==> config.mk <==
export PLATFORM = sky130hd
export DESIGN_NAME = dm_responder
export DESIGN_NICKNAME = d
export VERILOG_FILES = /design/src/rtl/dm_responder.sv
export SDC_FILE = /design/constraint.sdc
export NUM_CORES = 1
export LEC_CHECK = 0
export CAP_MARGIN = 20
export CORE_MARGIN = 2
export CORE_UTILIZATION = 44
export CTS_CLUSTER_DIAMETER = 40
export CTS_CLUSTER_SIZE = 10
export DETAILED_ROUTE_END_ITERATION = 10
export HOLD_SLACK_MARGIN = 0.02
export PLACE_DENSITY = 0.9
export RECOVER_POWER = 100
export SLEW_MARGIN = 20
export SYNTH_ARGS = -nofsm -noshare
export SYNTH_HDL_FRONTEND = slang
export SYNTH_SLANG_ARGS = --single-unit
export TNS_END_PERCENT = 5
==> constraint.sdc <==
create_clock -name i_clk -period 1.95 [get_ports i_clk]
set_input_delay 0.39 -clock i_clk [delete_from_list [all_inputs] [get_ports i_clk]]
set_output_delay 0.39 -clock i_clk [all_outputs]
set_load 0.02 [all_outputs]
==> src/rtl/dm_responder.sv <==
// dm_responder: data-memory request responder in front of a fixed-latency SRAM.
// Issues one byte-lane-steered SRAM command per CPU request, stalls the CPU for
// LAT+1 cycles, and returns the extended load word in the DONE cycle.
module dm_responder #(
  parameter int unsigned LAT = 2,
  parameter int unsigned AW  = 14
) (
  input  logic          i_clk,
  input  logic          i_rst_n,
  input  logic          i_req_ceb,
  input  logic          i_req_web,
  input  logic [31:0]   i_req_addr,
  input  logic [31:0]   i_req_wdata,
  input  logic [1:0]    i_req_store,
  input  logic [2:0]    i_req_load,
  output logic          o_stall,
  output logic [31:0]   o_rdata,
  output logic          o_sram_ceb,
  output logic [3:0]    o_sram_web,
  output logic [AW-1:0] o_sram_a,
  output logic [31:0]   o_sram_di,
  input  logic [31:0]   i_sram_do
);

  typedef enum logic [1:0] {StIdle, StBusy, StDone} state_e;

  localparam logic [3:0] CntInit = 4'(LAT - 1);

  state_e      r_state, w_state_nxt;
  logic [3:0]  r_cnt, w_cnt_nxt;
  logic        r_web;
  logic [1:0]  r_lane;
  logic [2:0]  r_load;
  logic        w_start;
  logic        w_last;
  logic        w_stall;
  logic [3:0]  w_web_wr;
  logic [31:0] w_di_wr;
  logic [7:0]  w_byte;
  logic [15:0] w_half;
  logic [31:0] w_ext;
  logic        w_unused;

  // Upper address bits fall outside the SRAM word range.
  assign w_unused = ^i_req_addr[31:AW+2];

  assign w_start = (r_state == StIdle) && !i_req_ceb;
  assign w_last  = (r_state == StBusy) && (r_cnt == 4'd0);

  // State and latency counter register
  always_ff @(posedge i_clk or negedge i_rst_n) begin
    if (!i_rst_n) begin
      r_state <= StIdle;
      r_cnt   <= 4'd0;
    end else begin
      r_state <= w_state_nxt;
      r_cnt   <= w_cnt_nxt;
    end
  end

  // Next-state and counter logic; the counter stops at zero
  always_comb begin
    w_state_nxt = r_state;
    w_cnt_nxt   = r_cnt;
    case (r_state)
      StIdle: begin
        if (!i_req_ceb) begin
          w_state_nxt = StBusy;
          w_cnt_nxt   = CntInit;
        end
      end
      StBusy: begin
        if (r_cnt != 4'd0) w_cnt_nxt = r_cnt - 4'd1;
        else               w_state_nxt = StDone;
      end
      // The CPU still presents the retiring request here, so it is ignored.
      StDone:  w_state_nxt = StIdle;
      default: w_state_nxt = StIdle;
    endcase
  end

  // Stall output; forced low while reset is asserted
  always_comb begin
    w_stall = 1'b0;
    case (r_state)
      StIdle:  w_stall = !i_req_ceb;
      StBusy:  w_stall = 1'b1;
      default: w_stall = 1'b0;
    endcase
    o_stall = i_rst_n && w_stall;
  end

  // Store lane enables and replicated write data; store type 00 acts as SW
  always_comb begin
    w_web_wr = 4'b0000;
    w_di_wr  = i_req_wdata;
    case (i_req_store)
      2'b10: begin
        w_web_wr = i_req_addr[1] ? 4'b0011 : 4'b1100;
        w_di_wr  = {2{i_req_wdata[15:0]}};
      end
      2'b11: begin
        w_web_wr = ~(4'b0001 << i_req_addr[1:0]);
        w_di_wr  = {4{i_req_wdata[7:0]}};
      end
      default: begin
        w_web_wr = 4'b0000;
        w_di_wr  = i_req_wdata;
      end
    endcase
  end

  // Load extraction from the captured lane and load type
  always_comb begin
    w_byte = i_sram_do[8*r_lane +: 8];
    w_half = r_lane[1] ? i_sram_do[31:16] : i_sram_do[15:0];
    case (r_load)
      3'b001:  w_ext = {{24{w_byte[7]}}, w_byte};
      3'b101:  w_ext = {24'd0, w_byte};
      3'b010:  w_ext = {{16{w_half[15]}}, w_half};
      3'b100:  w_ext = {16'd0, w_half};
      default: w_ext = i_sram_do;
    endcase
  end

  // Request capture, SRAM command drive and load result register
  always_ff @(posedge i_clk or negedge i_rst_n) begin
    if (!i_rst_n) begin
      r_web      <= 1'b1;
      r_lane     <= 2'd0;
      r_load     <= 3'd0;
      o_sram_ceb <= 1'b1;
      o_sram_web <= 4'b1111;
      o_sram_a   <= '0;
      o_sram_di  <= 32'd0;
      o_rdata    <= 32'd0;
    end else begin
      if (w_start) begin
        r_web      <= i_req_web;
        r_lane     <= i_req_addr[1:0];
        r_load     <= i_req_load;
        o_sram_ceb <= 1'b0;
        o_sram_a   <= i_req_addr[AW+1:2];
        if (!i_req_web) begin
          o_sram_web <= w_web_wr;
          o_sram_di  <= w_di_wr;
        end else begin
          o_sram_web <= 4'b1111;
        end
      end else begin
        o_sram_ceb <= 1'b1;
      end
      if (w_last && r_web) o_rdata <= w_ext;
    end
  end

endmodule

Yosys cells after proc, flatten, opt, wreduce, memory -nomap -nowiden
Index checks and enable logic that the tools add are counted.
Widths: inputs -> output; s select.
{"block": "totals", "output_inout_bits": 84, "input_bits": 105, "wordCells": 51, "reg_bits": 95}
{"block": "classes", "n_eq_ne": 10, "addsub": 1, "shift": 2, "n_reduce_logical": 12, "n_mux": 14, "bitwise": 2}
{"op": "$pmux 32 s4", "count": 1}
{"op": "$pmux 32 s2", "count": 1}
{"op": "$shiftx 32x6->8", "count": 1}
{"op": "$mux 16", "count": 1}
{"op": "$mux 4", "count": 4}
{"op": "$pmux 4 s2", "count": 2}
{"op": "$eq 3x3->1 const B", "count": 2}
{"op": "$eq 2x2->1 const B", "count": 2}
{"op": "$logic_and 1x1->1", "count": 4}
{"op": "$logic_not 4->1", "count": 1}
{"op": "$mux 2", "count": 2}
{"op": "$ne 2x2->1 const B", "count": 2}
{"op": "$not 4->4", "count": 1}
{"op": "$pmux 2 s2", "count": 1}
{"op": "$reduce_and 2->1", "count": 2}
{"op": "$reduce_bool 4->1", "count": 1}
{"op": "$shl 1x2->4 const A", "count": 1}
{"op": "$sub 4x1->4 const B", "count": 1}
{"op": "$eq 3x1->1 const B", "count": 1}
{"op": "$eq 3x2->1 const B", "count": 1}
{"op": "$reduce_and 3->1", "count": 1}
{"op": "$eq 2x1->1 const B", "count": 1}
{"op": "$logic_not 2->1", "count": 1}
{"op": "$ne 2x1->1 const B", "count": 1}
{"op": "other kinds (5)", "count": 5}

Depth between registers and ports, before layout
Gate-level depths: netlist of the first run.
{"block": "logic_depth", "depth_word": 4, "depth_mapped": 8}

Worst setup path after synthesis of the first run
No wires, ideal clock.
{"block": "synth_timing", "kind": "reg-to-reg", "startpoint": "register r_cnt[0]", "endpoint": "register o_rdata[10]", "stages_incl_launch_ff": 7, "required_time_ns": 1.824, "setup_slack_ns": 0.162, "setup_ns": 0.126, "n_path_buf": 0, "t_arrival_ns": 1.662, "path_cell_list": "dfrtp_1 > inv_1 > ha_1 > nor3b_4 > nand3_4 > a211o_4 > o32a_1"}
{"block": "synth_between", "elab_chain_cells": 3}
{"element": "from (decl)", "line_no": "30", "text": "logic [3:0] r_cnt, w_cnt_nxt;"}
{"element": "from (signal assigned)", "line_no": "57", "text": "r_cnt <= w_cnt_nxt;"}
{"element": "$logic_not 4->1", "line_no": "48", "text": "assign w_last = (r_state == StBusy) && (r_cnt == 4'd0);"}
{"element": "$logic_and 1x1->1", "line_no": "48"}
{"element": "$logic_and 1x1->1", "line_no": "153", "text": "if (w_last && r_web) o_rdata <= w_ext;"}
{"element": "to (signal assigned)", "line_no": "153"}
{"element": "to (decl)", "line_no": "17", "text": "output logic [31:0] o_rdata,"}
Every way passes these cells.
A chain may end at the register's enable or synchronous reset.

Worst setup path after layout of the first run
{"block": "layout_timing", "startpoint": "register o_sram_web[0]", "endpoint": "output port o_sram_web[0]"}
{"element": "from (decl)", "line_no": "19", "text": "output logic [3:0] o_sram_web,"}
{"element": "from (signal assigned)", "line_no": "145", "text": "o_sram_web <= w_web_wr;"}
No word-level cell between the ends.

==> impl_results.md, run 1 <==
* Total global-route track usage at around a quarter
* Via count at slightly below 5000
* Pint at roughly 5900 uW
* Die area at around 12000 um^2
* Crit-path slowest cell: clkdlybuf4s50_1
* Post-synth EDFFs at 0
* Num CTS Buffers at 9
* NumNets Final at 829
* Vias in the first global route at just under 5000
* Most frequent cells in the layout: nand2_1, clkdlybuf4s50_1, dfrtp_1
* Crit end category: primary output
* Tmin final at about 1900 ps
* # DRC at 0
* Worst skew pair latency at around 360 ps
* Core Util, Final at 65.1%
* CTS tree: done
* Sequential fraction of design power at about 34%
* Seq/Total Area, Yosys at 49.6%
* Routed wire length at around 15000 um
* Worst path cell trace: clkdlybuf4s50_1
* CP max FO at 2
* GP Congestion at approximately 1
* Switch share at between 40% and 50%
* Pre-antenna DRT Iters at 5
* Mapped Nets at between 600 and 700
* Global-route wire length before repair at about 24000 um
* Synth cell types at 53
* Root Driver: clkbuf_8
* Ys flop type: dfrtp_1
* Worst setup SP type: flop
* Final setup fails at 0
* Delay-heaviest family, CP: buffers and inverters
* Final Hold Fails at 0
* Power per cell area at 1520 nW/um^2
* Comb power frac at between 50% and 60%
* Ports at around 190
* Max Transition Viols Final at 0
* Longest Clk Path Bufs at 2
* Initial Util at roughly 45%
* CTS hold repair buffers at 0
* RSZ-0062 raised after global routing: no
* Worst-Margin Slew at 1300 ps
* Highest clock rate at ~0.53 GHz
* Max cap viols at 0
* Post-synthesis register bit count at 95
* Sink Count at between 90 and 100
* First-iteration detailed-routing DRC count at roughly 260
* Worst Path Arrival at between 1500 and 2000 ps
* Num rows at 38
* CORE AREA at between 10000 and 15000 um^2
* Antenna fix cells at 0
* Die Ht at between 100 and 150 um
* Leakage at around 0.0031 uW
* Critical Path RT at between 1500 and 2000 ps
* Sw power at ~4700 uW
* H-tree levels at 3
* Crit-path max cell delay at between 600 and 700 ps
* Yosys warns at 0
* Die W at 109 um
* Initial antenna violation count at 0
* DR vias/cell at 5.59
* Status: finished clean
* Area Overhead vs Synth at 45.5%
* Place WS at -254 ps
* Clock skew at approximately 8.1 ps
* Fraction of layout cells with a size suffix above 1 at 9.62%
* Relative slew slack at 13.6%
* CP Class: flop to primary output
* Post-synthesis cell area at just under 5000 um^2
* Port bufs at between 150 and 200
* Most common cell after layout, fill and taps aside: nand2_1
* Syn Area/Cell at 8.88 um^2
* Grt ovf at 0
* Final worst setup slack at around 51 ps
* Worst-path clk slew at approximately 100 ps
* Tcrit/Tclk final at roughly 97%
* Pin count of the biggest net entering global routing at 96
* WL/cell at 17.7 um
* Buf+Inv Stages, Crit Path at 1
* Routed Antenna Nets at 0
* Mapped Cells at 541
* Post-DP HPWL at about 11000 um
* VDD IR-drop max at between 700 and 800 uV
* Min-Delay Path Class: flop to flop
* Synth async-reset ratio at between 90% and 100%
* Clock power frac at around 11%
-- flip-flops by register name (all words and copies together), names as in the netlist --
register / count
r_load: 3
o_sram_web: 4
o_sram_a: 14
o_sram_ceb: 1
r_state: 2
r_cnt: 4
r_lane: 2
o_sram_di: 32
o_rdata: 32
r_web: 1
-- cell families (layout without fill, tap and decap cells) --
family	after synthesis	after routing	synth area share, %
AND/OR/NAND/NOR	220	220	20.6
AO/OA/AOI/OAI	151	151	18.9
flip-flops	95	95	49.6
buffers and inverters	42	229	3.75
multiplexers	29	29	6.14
XOR/XNOR	3	3	0.703
adder cells (fa/ha/maj)	1	1	0.260
-- worst paths after layout --
path / start / end / slack [ps] / cells after the start
setup / recovery: o_sram_web[0] / o_sram_web[0] / 50 / 1
hold / removal: o_sram_di[6] / o_sram_di[6] / 480 / 2
setup reg to reg: r_cnt[0] / o_rdata[14] / 90 / 6
hold reg to reg: o_sram_di[6] / o_sram_di[6] / 480 / 2
max in group asynchronous: i_rst_n / o_sram_di[10] / 450 / 2
min in group asynchronous: i_rst_n / o_rdata[15] / 680 / 2
-- cells in the mapped netlist, drive strengths merged, types with 2 or more instances --
master	number	share of area [%]
dfstp	6	3.3
o22ai	5	0.65
a21oi	56	5.8
o211ai	5	0.78
a22oi	5	0.78
dfrtp	89	46
o31ai	2	0.31
o21ai	46	4.9
a221oi	2	0.36
o2bb2ai	2	0.36
inv	6	0.47
buf	21	2.1
nor2	39	3.0
a211oi	2	0.42
xor2	2	0.36
a31oi	12	1.6
nor2b	11	1.4
nand2	132	10
o32a	7	1.5
clkbuf	15	1.2
nor3b	4	1.1
nand3	6	0.89
nor3	3	0.42
nand2b	16	2.1
o31a	2	0.36
mux2i	28	5.9
-- layer usage --
metal	track usage [%]	share of wire, %	vias to the layer above
li1	-	-	2240
met1	31.1	38	2309
met4	11.4	3.8	0
met3	8.26	9.6	45
met5	0	0	-
met2	44.7	49	257
-- cell type report --
class,instances,area (um^2)
inverters,6,22.5
well taps,140,175
flip-flops and latches,95,2380
repair buffers,207,1970
clock buffers,11,141
fillers,867,3750
clock inverters,5,33.8
multi-input cells,404,2270
-- power groups by stage --
stage	clock network (uW)	logic [uW]	registers (uW)
3_5_place_dp	0	6080	3630
2_1_floorplan	0	2410	4470
4_1_cts	1240	6090	3600
3_3_place_gp	0	5860	3560
6_report	1210	5850	3560
5_1_grt	1330	6330	3670
-- through the flow --
step	hold slack [ps]	total power (uW)	instance area [um^2]	std cells	setup TNS (ps)
CTS	161	10900	7010	867	0
detailed placement	464	9710	6840	851	-4280
global placement	458	9420	6840	851	-3100
finish	479	10600	6990	868	0
floorplan	94.4	6880	4810	541	0
global route	500	11300	6990	868	0
-- timing repair --
action                     in CTS  in global routing
resized for setup               1                  8
buffers inserted                0                  1
pin swaps                       0                  2
setup endpoints to repair       1                 27
No activity file was read; power rests on OpenSTA's default activity.
==> run 2: changes to the inputs <==
--- a/config.mk
+++ b/config.mk
@@ -7,12 +7,13 @@
 export LEC_CHECK = 0
 export CAP_MARGIN = 20
 export CORE_MARGIN = 2
-export CORE_UTILIZATION = 44
+export CORE_UTILIZATION = 25
+export CTS_BUF_LIST = sky130_fd_sc_hd__clkbuf_4
 export CTS_CLUSTER_DIAMETER = 40
 export CTS_CLUSTER_SIZE = 10
 export DETAILED_ROUTE_END_ITERATION = 10
 export HOLD_SLACK_MARGIN = 0.02
-export PLACE_DENSITY = 0.9
+export PLACE_DENSITY = 0.6
 export RECOVER_POWER = 100
 export SLEW_MARGIN = 20
 export SYNTH_ARGS = -nofsm -noshare
==> constraint.sdc (replaced) <==
create_clock -name i_clk -period 2.2 [get_ports i_clk]
set_input_delay 0.44 -clock i_clk [delete_from_list [all_inputs] [get_ports i_clk]]
set_output_delay 0.44 -clock i_clk [all_outputs]
set_load 0.02 [all_outputs]
==> impl_results.md, run 2 (synthesized netlist as in run 1, its figures left out) <==
* Final setup fails at 0 (unchanged)
* Crit-path slowest cell: clkdlybuf4s50_1 (unchanged)
* DR vias/cell at 4.73 (was 5.59)
* Num rows at 50 (was 38)
* Worst path cell trace: clkdlybuf4s50_1 (unchanged)
* RSZ-0062 raised after global routing: no (unchanged)
* CORE AREA at 18800 um^2 (was 10700 um^2)
* Worst skew pair latency at 460 ps (was 360 ps)
* Pin count of the biggest net entering global routing at 96 (unchanged)
* Highest clock rate at around 0.48 GHz
* Port bufs at 172 (unchanged)
* Fraction of layout cells with a size suffix above 1 at 8.18% (was 9.62%)
* Final Instance Area at 7010 um^2 (was 6990 um^2)
* Max Transition Viols Final at 0 (unchanged)
* Tcrit/Tclk final at roughly 95%
* Relative slew slack at 9.84% (was 13.6%)
* CTS tree: done (unchanged)
* Buf+Inv Stages, Crit Path at 1 (unchanged)
* Filler cells at 1939 (was 867)
* RR Endpoint: o_rdata[8] (was o_rdata[14])
* Most common cell after layout, fill and taps aside: nand2_1 (unchanged)
* Die Ht at 143 um (was 109 um)
* GR Util met3 at 6.34% (was 8.26%)
* Postcts setup bufs at 0 (unchanged)
* H-tree levels at 3 (unchanged)
* Final Hold Fails at 0 (unchanged)
* Vias in the first global route at 4376 (was 4926)
* DP Area at 6920 um^2 (was 6840 um^2)
* Initial Util at 25.6% (was 44.7%)
* Status: finished clean (unchanged)
* GRT busiest layer: met2 (unchanged)
* Max cap viols at 0 (unchanged)
* Clock skew at 20.6 ps (was 8.07 ps)
* Most frequent cells in the layout: nand2_1, clkdlybuf4s50_1, dfrtp_1 (unchanged)
* Die W at 143 um (was 109 um)
* Routed Antenna Nets at 0 (unchanged)
* Post-DP HPWL at 11400 um (was 11500 um)
* Hold Path End: o_sram_a[6] (was o_sram_di[6])
* Num CTS Buffers at 9 (unchanged)
* Sink Count at 95 (unchanged)
* Longest Clk Path Bufs at 2 (unchanged)
* Worst setup SP type: flop (unchanged)
* Initial antenna violation count at 0 (unchanged)
* Via count at 4528 (was 4851)
* Routed wire length at 15500 um (was 15300 um)
* Worst-path clk slew at 150 ps (was 100 ps)
* Core Util, Final at 37.4% (was 65.1%)
* Crit end category: primary output (unchanged)
* Hold path startpoint: o_sram_a[6] (was o_sram_di[6])
* Root Driver: clkbuf_4 (was clkbuf_8)
* Worst-Margin Slew at 1350 ps (was 1300 ps)
* Total global-route track usage at 15.5% (was 26.5%)
* Power per cell area at 1320 nW/um^2 (was 1520 nW/um^2)
* VDD IR-drop max at 506 uV (was 792 uV)
* Critical Path RT at 1760 ps (was 1560 ps)
* CP max FO at 2 (unchanged)
* Worst Path Arrival at 1640 ps (was 1510 ps)
* Met2 usage at 23.2% (was 44.7%)
* WL/cell at 16.2 um (was 17.7 um)
* Final worst setup slack at 118 ps (was 51.4 ps)
* Leakage at 0.00306 uW (was 0.00310 uW)
* R2R Setup Slk at 210 ps (was 90 ps)
* Placed Cells at 939 (was 851)
* Min-Delay Path Class: flop to flop (unchanged)
* GP Congestion at 0.838 (was 0.978)
* Ports at 189 (unchanged)
* GRT met1 Usage at 20.3% (was 31.1%)
* Grt ovf at 0 (unchanged)
* Setup TNS at 0 ps (unchanged)
* CP Class: flop to primary output (unchanged)
* Global-route wire length before repair at 24300 um (was 24100 um)
* Layout Cells excl Fill at 957 (was 868)
* # DRC at 0 (unchanged)
* Largest regs: o_rdata: 32 flops, o_sram_di: 32 flops, o_sram_a: 14 flops (unchanged)
* Crit-path max cell delay at 630 ps (was 610 ps)
* Worst r2r src: r_cnt[0] (unchanged)
* Delay-heaviest family, CP: buffers and inverters (unchanged)
* NumNets Final at 822 (was 829)
* Place WS at -46.4 ps (was -254 ps)
* Die area at 20300 um^2 (was 11800 um^2)
* R2R cell count at 6 (unchanged)
* Pre-antenna DRT Iters at 4 (was 5)
* WHS Path Cells at 2 (unchanged)
* Tmin final at about 2100 ps
* First-iteration detailed-routing DRC count at 254 (was 261)
* Area Overhead vs Synth at 45.9% (was 45.5%)
-- run 2: area by class of cell --
cell class | instances | area, um^2 | area share (%)
Inverter | 6 | 22.5 | 0.321
Tap cell | 234 | 293 | 4.17
Multi-Input combinational cell | 404 | 2240 | 31.9
Antenna cell | 2 | 5.00 | 0.0714
Sequential cell | 95 | 2380 | 34.0
Timing Repair Buffer | 200 | 1910 | 27.2
Clock buffer | 9 | 67.6 | 0.963
Clock inverter | 7 | 95.1 | 1.36
-- run 2: routing by layer --
metal | part of all wire (%) | up-vias
li1 | - | 2228
met1 | 43 | 2092
met2 | 42 | 192
met3 | 12 | 16
met4 | 1.9 | 0
met5 | 0 | -
-- run 2: power by group --
| group | internal [uW] | switching, uW | leakage [uW] |
|---|---|---|---|
| clock network | 463 | 640 | 0.0000863 |
| registers | 2590 | 499 | 0.00114 |
| logic | 2160 | 2910 | 0.00184 |
-- run 2: repair_timing --
item                                    in CTS  in global routing
endpoints found under the setup margin       1                  0
hold buffers                                 0                  0
resized for setup                            1                  0
hold endpoints to repair                     0                  0
-- run 2: worst min-delay path, stage by stage (launching register included) --
cell and delay [ps]:
dfrtp_1 370, nand2_1 50, nand2_1 50
-- run 2: worst max path at each step --
stage | start | end | slack (ps) | cells past startpoint
after detailed placement | i_req_ceb | o_stall | -50 | 4
after floorplan | r_cnt[0] | o_rdata[10] | 410 | 6
after global placement | i_req_ceb | o_stall | -40 | 4
final | o_sram_web[3] | o_sram_web[3] | 120 | 1
after global routing | o_sram_web[3] | o_sram_web[3] | 3 | 1
after CTS | o_sram_web[3] | o_sram_web[3] | 50 | 1
-- run 2: stage by stage --
stage          hold slack (ps)  total power [uW]
5_1_grt                    440             10000
3_3_place_gp               457              8550
4_1_cts                   85.4              9730
6_report                   487              9260
3_5_place_dp               461              8580
2_1_floorplan              144              6100
